===== config.mk =====
export PLATFORM = sky130hd
export DESIGN_NAME = modulator_xfade_select
export DESIGN_NICKNAME = d
export VERILOG_FILES = /design/src/rtl/modulator_xfade_select.sv
export SDC_FILE = /design/constraint.sdc
export NUM_CORES = 1
export LEC_CHECK = 0
export BUFFER_PORTS_ARGS = -buffer_cell sky130_fd_sc_hd__buf_2
export CAP_MARGIN = 20
export CORE_MARGIN = 2
export CORE_UTILIZATION = 59
export DETAILED_ROUTE_END_ITERATION = 12
export GPL_TIMING_DRIVEN = 0
export PLACE_DENSITY = 0.83
export SYNTH_ARGS = -nofsm -noshare
export SYNTH_HDL_FRONTEND = slang
export SYNTH_SLANG_ARGS = --single-unit

===== constraint.sdc =====
create_clock -name clk -period 6.2 [get_ports clk]
set_input_delay 0.31 -clock clk [delete_from_list [all_inputs] [get_ports clk]]
set_output_delay 0.31 -clock clk [all_outputs]
set_load 0.02 [all_outputs]

===== src/rtl/modulator_xfade_select.sv =====
// modulator_xfade_select: N-channel sample selector that crossfades linearly over 2^RAMP_LOG2 strobes on a channel change
module modulator_xfade_select #(
   parameter int WIDTH     = 12,
   parameter int NCH       = 5,
   parameter int SEL_W     = 3,
   parameter int RAMP_LOG2 = 4
) (
   input  logic                   clk,
   input  logic                   rst,
   input  logic                   sample_en,
   input  logic [NCH*WIDTH-1:0]   sig_in,
   input  logic [SEL_W-1:0]       sel,
   output logic [WIDTH-1:0]       out_sig,
   output logic                   out_valid,
   output logic                   busy,
   output logic [SEL_W-1:0]       active_ch
);
   localparam logic IDLE = 1'b0;
   localparam logic FADE = 1'b1;
   localparam int   PW   = WIDTH + RAMP_LOG2;
   logic                 state;
   logic [RAMP_LOG2-1:0] k, wa;
   logic [SEL_W-1:0]     target, sel_eff;
   logic [WIDTH-1:0]     ch [2**SEL_W];
   logic [WIDTH-1:0]     src, dst, mix;
   logic [PW-1:0]        pa, pb;
   logic [PW:0]          sum;
   // unused select codes map to zero so the mux index never leaves the array
   genvar c;
   generate
      for (c = 0; c < 2**SEL_W; c++) begin : g_ch
         if (c < NCH) begin : g_on
            assign ch[c] = sig_in[c*WIDTH +: WIDTH];
         end else begin : g_off
            assign ch[c] = '0;
         end
      end
   endgenerate
   // k is 1..R-1 during a fade, so R-k fits in RAMP_LOG2 bits as -k
   always_comb begin
      sel_eff = ({1'b0, sel} < (SEL_W+1)'(NCH)) ? sel : '0;
      src     = ch[active_ch];
      dst     = ch[target];
      wa      = -k;
      pa      = PW'(src) * PW'(wa);
      pb      = PW'(dst) * PW'(k);
      sum     = (PW+1)'(pa) + (PW+1)'(pb);
      mix     = WIDTH'(sum >> RAMP_LOG2);
   end
   assign busy = (state == FADE);
   always_ff @(posedge clk or posedge rst) begin
      if (rst) begin
         state     <= IDLE;
         k         <= '0;
         target    <= '0;
         active_ch <= '0;
         out_sig   <= '0;
         out_valid <= 1'b0;
      end else begin
         out_valid <= sample_en;
         if (sample_en) begin
            if (state == IDLE) begin
               out_sig <= src;
               if (sel_eff != active_ch) begin
                  target <= sel_eff;
                  k      <= RAMP_LOG2'(1);
                  state  <= FADE;
               end
            end else begin
               out_sig <= mix;
               if (&k) begin
                  active_ch <= target;
                  state     <= IDLE;
               end else begin
                  k <= k + 1'b1;
               end
            end
         end
      end
   end
endmodule

==> metrics.md <==
| Metric | Value |
|---|---|
| Combined buffer and inverter count along the critical path | `4` |
| Worst min path class | `in -> reg` |
| Endpoint arrival time on the critical path | `about 6 ns` |
| Placed wire-length estimate | `10900 µm` |
| Startpoint-to-endpoint class of the critical path | `reg -> reg` |
| Count of cell types in the netlist | `between 50 and 60` |
| Highest-delay cell along the critical path | `mux4_2` |
| Area of the die | `8910 µm²` |
| Drt first-iter violations | `~310` |
| Hold_sp | `sample_en` |
| Clock transition at the registers of the reported paths | `about 0.09 ns` |
| Final Slew Violations | `0` |
| Net count of the mapped netlist | `between 600 and 700` |
| Yosys warns | `0` |
| CTS tree | `yes` |
| Vias after detailed routing | `around 4300` |
| Core area | `7810 µm²` |
| Result of the run | `complete, no violations` |
| Antenna fix cells | `0` |
| Die width | `between 90 and 100 µm` |
| Maximum clock frequency | `167 MHz` |
| DRC Markers | `0` |
| Reg-to-reg setup timing slack | `about 0.22 ns` |
| Detailed-route wire length per cell | `around 19 µm` |
| Number of antenna-violating nets in the routed design | `0` |
| Worst Setup Start Kind | `flop` |
| Number of buffers on the longest clock path | `2` |
| Share of the synthesized area in the top cell type | `roughly 27%` |
| Port buffer count | `82` |
| Cell Area, Synth | `4820 µm²` |
| Maximum fanout count along the critical path | `10` |
| Kind of capture point of the worst setup path | `flop` |
| Height of the die | `between 90 and 100 µm` |
| Vias per Instance | `between 6 and 7` |
| Number of iterations in the first detailed-routing pass | `5` |
| Worst reg2reg startpoint | `target[0]$_DFFE_PP0P_` |
| DP Worst Slack | `-0.623 ns` |
| Total Neg Setup Slack | `0 ns` |
| Final-report setup violation count | `0` |
| Gate Count Post-Synth | `511` |
| Clock latency reported for the late side of the worst-skew pair | `around 0.28 ns` |
| Worst reg2reg path depth | `19` |
| Worst hold path depth | `1` |
| Required time worst endpoint | `6.36 ns` |
| Final setup margin | `around 0.22 ns` |
| Total length of routed wires | `13100 µm` |
| CTS sink cnt | `24` |
| Post-layout minimum cycle time | `~6.0 ns` |
| Share of final-layout standard cells stronger than drive strength 1 | `between 20 and 25%` |
| Number of H-tree levels | `1` |
| Initial cell density of the core | `roughly three fifths` |
| Via count of the first global-routing pass | `4488` |
| Proportion of register bits with asynchronous set or reset after synthesis | `100%` |
| CTS Buf Count | `3` |
| Cell Chain, Critical Path | `buf_6 -> buf_2 -> mux4_2 -> a22oi_2 -> nor2_1 -> fa_1 -> fa_1 -> fa_1 -> inv_1 -> fa_1 -> inv_1 -> ha_1 -> a21oi_1 -> nor2_1 -> o21ai_0 -> nand2_1 -> a21oi_1 -> mux2_2 -> a211oi_1` |
| Max Clock Skew | `about 0.006 ns` |
| Top FF cell, synth | `dfrtp_1` |
| Final global-route overflow total | `0` |
| Largest area contributor in the synthesized netlist | `fa_1` |
| Final hold violation count | `0` |
| Cell repeated most along the worst path | `fa_1` |
| Layout area overhead | `13.2%` |
| Share of the clock period used by the worst path | `a little over nine tenths` |
| MaxCap Viol Count | `0` |
| Max-slew headroom | `38.7%` |
| Combined global-route utilization of all metal layers | `31.5%` |
| RR Endpoint | `out_sig[5]$_DFFE_PP0P_` |
| Number of antenna violations at the first check in global routing | `0` |
| End of the worst hold path | `out_valid$_DFF_PP0_` |
| Largest net degree at the start of global routing | `25` |
| Top-level I/O count | `83` |
| Proportion of synthesized chip area in sequential cells | `approximately 12%` |
| Global-route wire length before repair | `approximately 22000 µm` |
| Worst path top cell family by delay | `adder cells` |
| Delay of the slowest cell on the worst path | `between 0.5 and 0.6 ns` |
| Post-synthesis area per instance | `approximately 9.4 µm²` |
| Main area contributors after synthesis | `fa_1 27%, dfrtp_1 12%, mux4_2 8.9%` |
| Number of enable-type register cells in the synthesized netlist | `0` |
| RePlAce Congestion | `around 0.97` |
| Tightest Pin Transition | `0.918 ns` |
| Master cell of the clock root buffer | `clkbuf_8` |
| Final Net Count | `~750` |
| FP Rows | `32` |
| Flops & latches, synth | `24` |
## registers in the layout, indices dropped and copies added, names as in the netlist
register	cells
out_sig	12
k	4
active_ch	3
target	3
busy	1
out_valid	1
## per-stage QoR
stage               area (µm²)  cells  util (%)  hold WS [ns]
global placement          5360    695      68.6         0.458
floorplan                 4820    511         -         0.325
detailed placement        5360    695      68.6         0.486
CTS                       5430    698      69.5         0.208
finish                    5450    697      69.9         0.209
global route              5450    697      69.9         0.206
## layout by cell type, fill, tap and decap left out, types with 7 or more instances in the layout
cell      count
a21oi_1      16
a22oi_1      12
a22oi_2       7
buf_2        85
clkbuf_1     11
dfrtp_1      24
fa_1         65
ha_1         26
inv_1        74
mux4_2       19
nand2_1      28
nand2b_1     12
nor2_1       55
nor2b_1      33
o21ai_0      15
xor2_1        8
## worst max-delay path by stage
stage / cells past startpoint / slack (ns) / to / startpoint
floorplan: 21 / 0.50 / out_sig[10]$_DFFE_PP0P_ / k[0]$_DFFE_PP0P_
global route: 19 / -0.01 / out_sig[5]$_DFFE_PP0P_ / target[0]$_DFFE_PP0P_
global placement: 21 / -0.51 / out_sig[10]$_DFFE_PP0P_ / k[0]$_DFFE_PP0P_
finish: 19 / 0.22 / out_sig[5]$_DFFE_PP0P_ / target[0]$_DFFE_PP0P_
CTS: 20 / 0.09 / out_sig[10]$_DFFE_PP0P_ / k[1]$_DFFE_PP0P_
detailed placement: 21 / -0.62 / out_sig[10]$_DFFE_PP0P_ / k[0]$_DFFE_PP0P_
## cell usage after synthesis, types with 8 or more instances
cell type,count
inv_1,74
fa_1,65
nor2_1,55
nor2b_1,33
nand2_1,28
ha_1,26
dfrtp_1,24
a22oi_1,19
clkbuf_1,19
mux4_2,19
a21oi_1,16
o21ai_0,15
nand2b_1,12
xor2_1,8
## cell families (layout without fill, tap and decap cells)
group | Yosys count | count (layout) | synth area share, %
compound gates | 92 | 92 | 13.9
flops | 24 | 24 | 12.5
buf+inv | 101 | 185 | 8.26
mux | 32 | 32 | 12.9
simple gates | 159 | 159 | 16.6
xor+xnor | 12 | 12 | 2.18
fa+ha+maj | 91 | 91 | 33.7
## metal layers
metal / wire, µm / up-vias / track usage, %
li1: - / 1889 / -
met1: 5100 / 2146 / 40.0
met2: 6530 / 223 / 53.4
met3: 1040 / 50 / 6.46
met4: 448 / 0 / 12.0
met5: 0 / - / 0
## timing repair
action / CTS / global route
gates resized for setup: 7 / 10
pin swaps: 0 / 1
endpoints found under the setup margin: 12 / 8
buffers inserted: 0 / 1
hold buffers: 0 / 0
## area by class of cell
class                      instances  area (µm²)
multi-input combinational        386        3860
fill                             610        2350
sequential                        24         601
timing repair buffer              83         418
inverter                          75         284
tap                              102         128
buffer                            23         113
clock buffer                       4        55.1
Power is left out: the tool's default activity adds up to more than one toggle a clock period on the data nets, which glitch-free logic cannot reach.
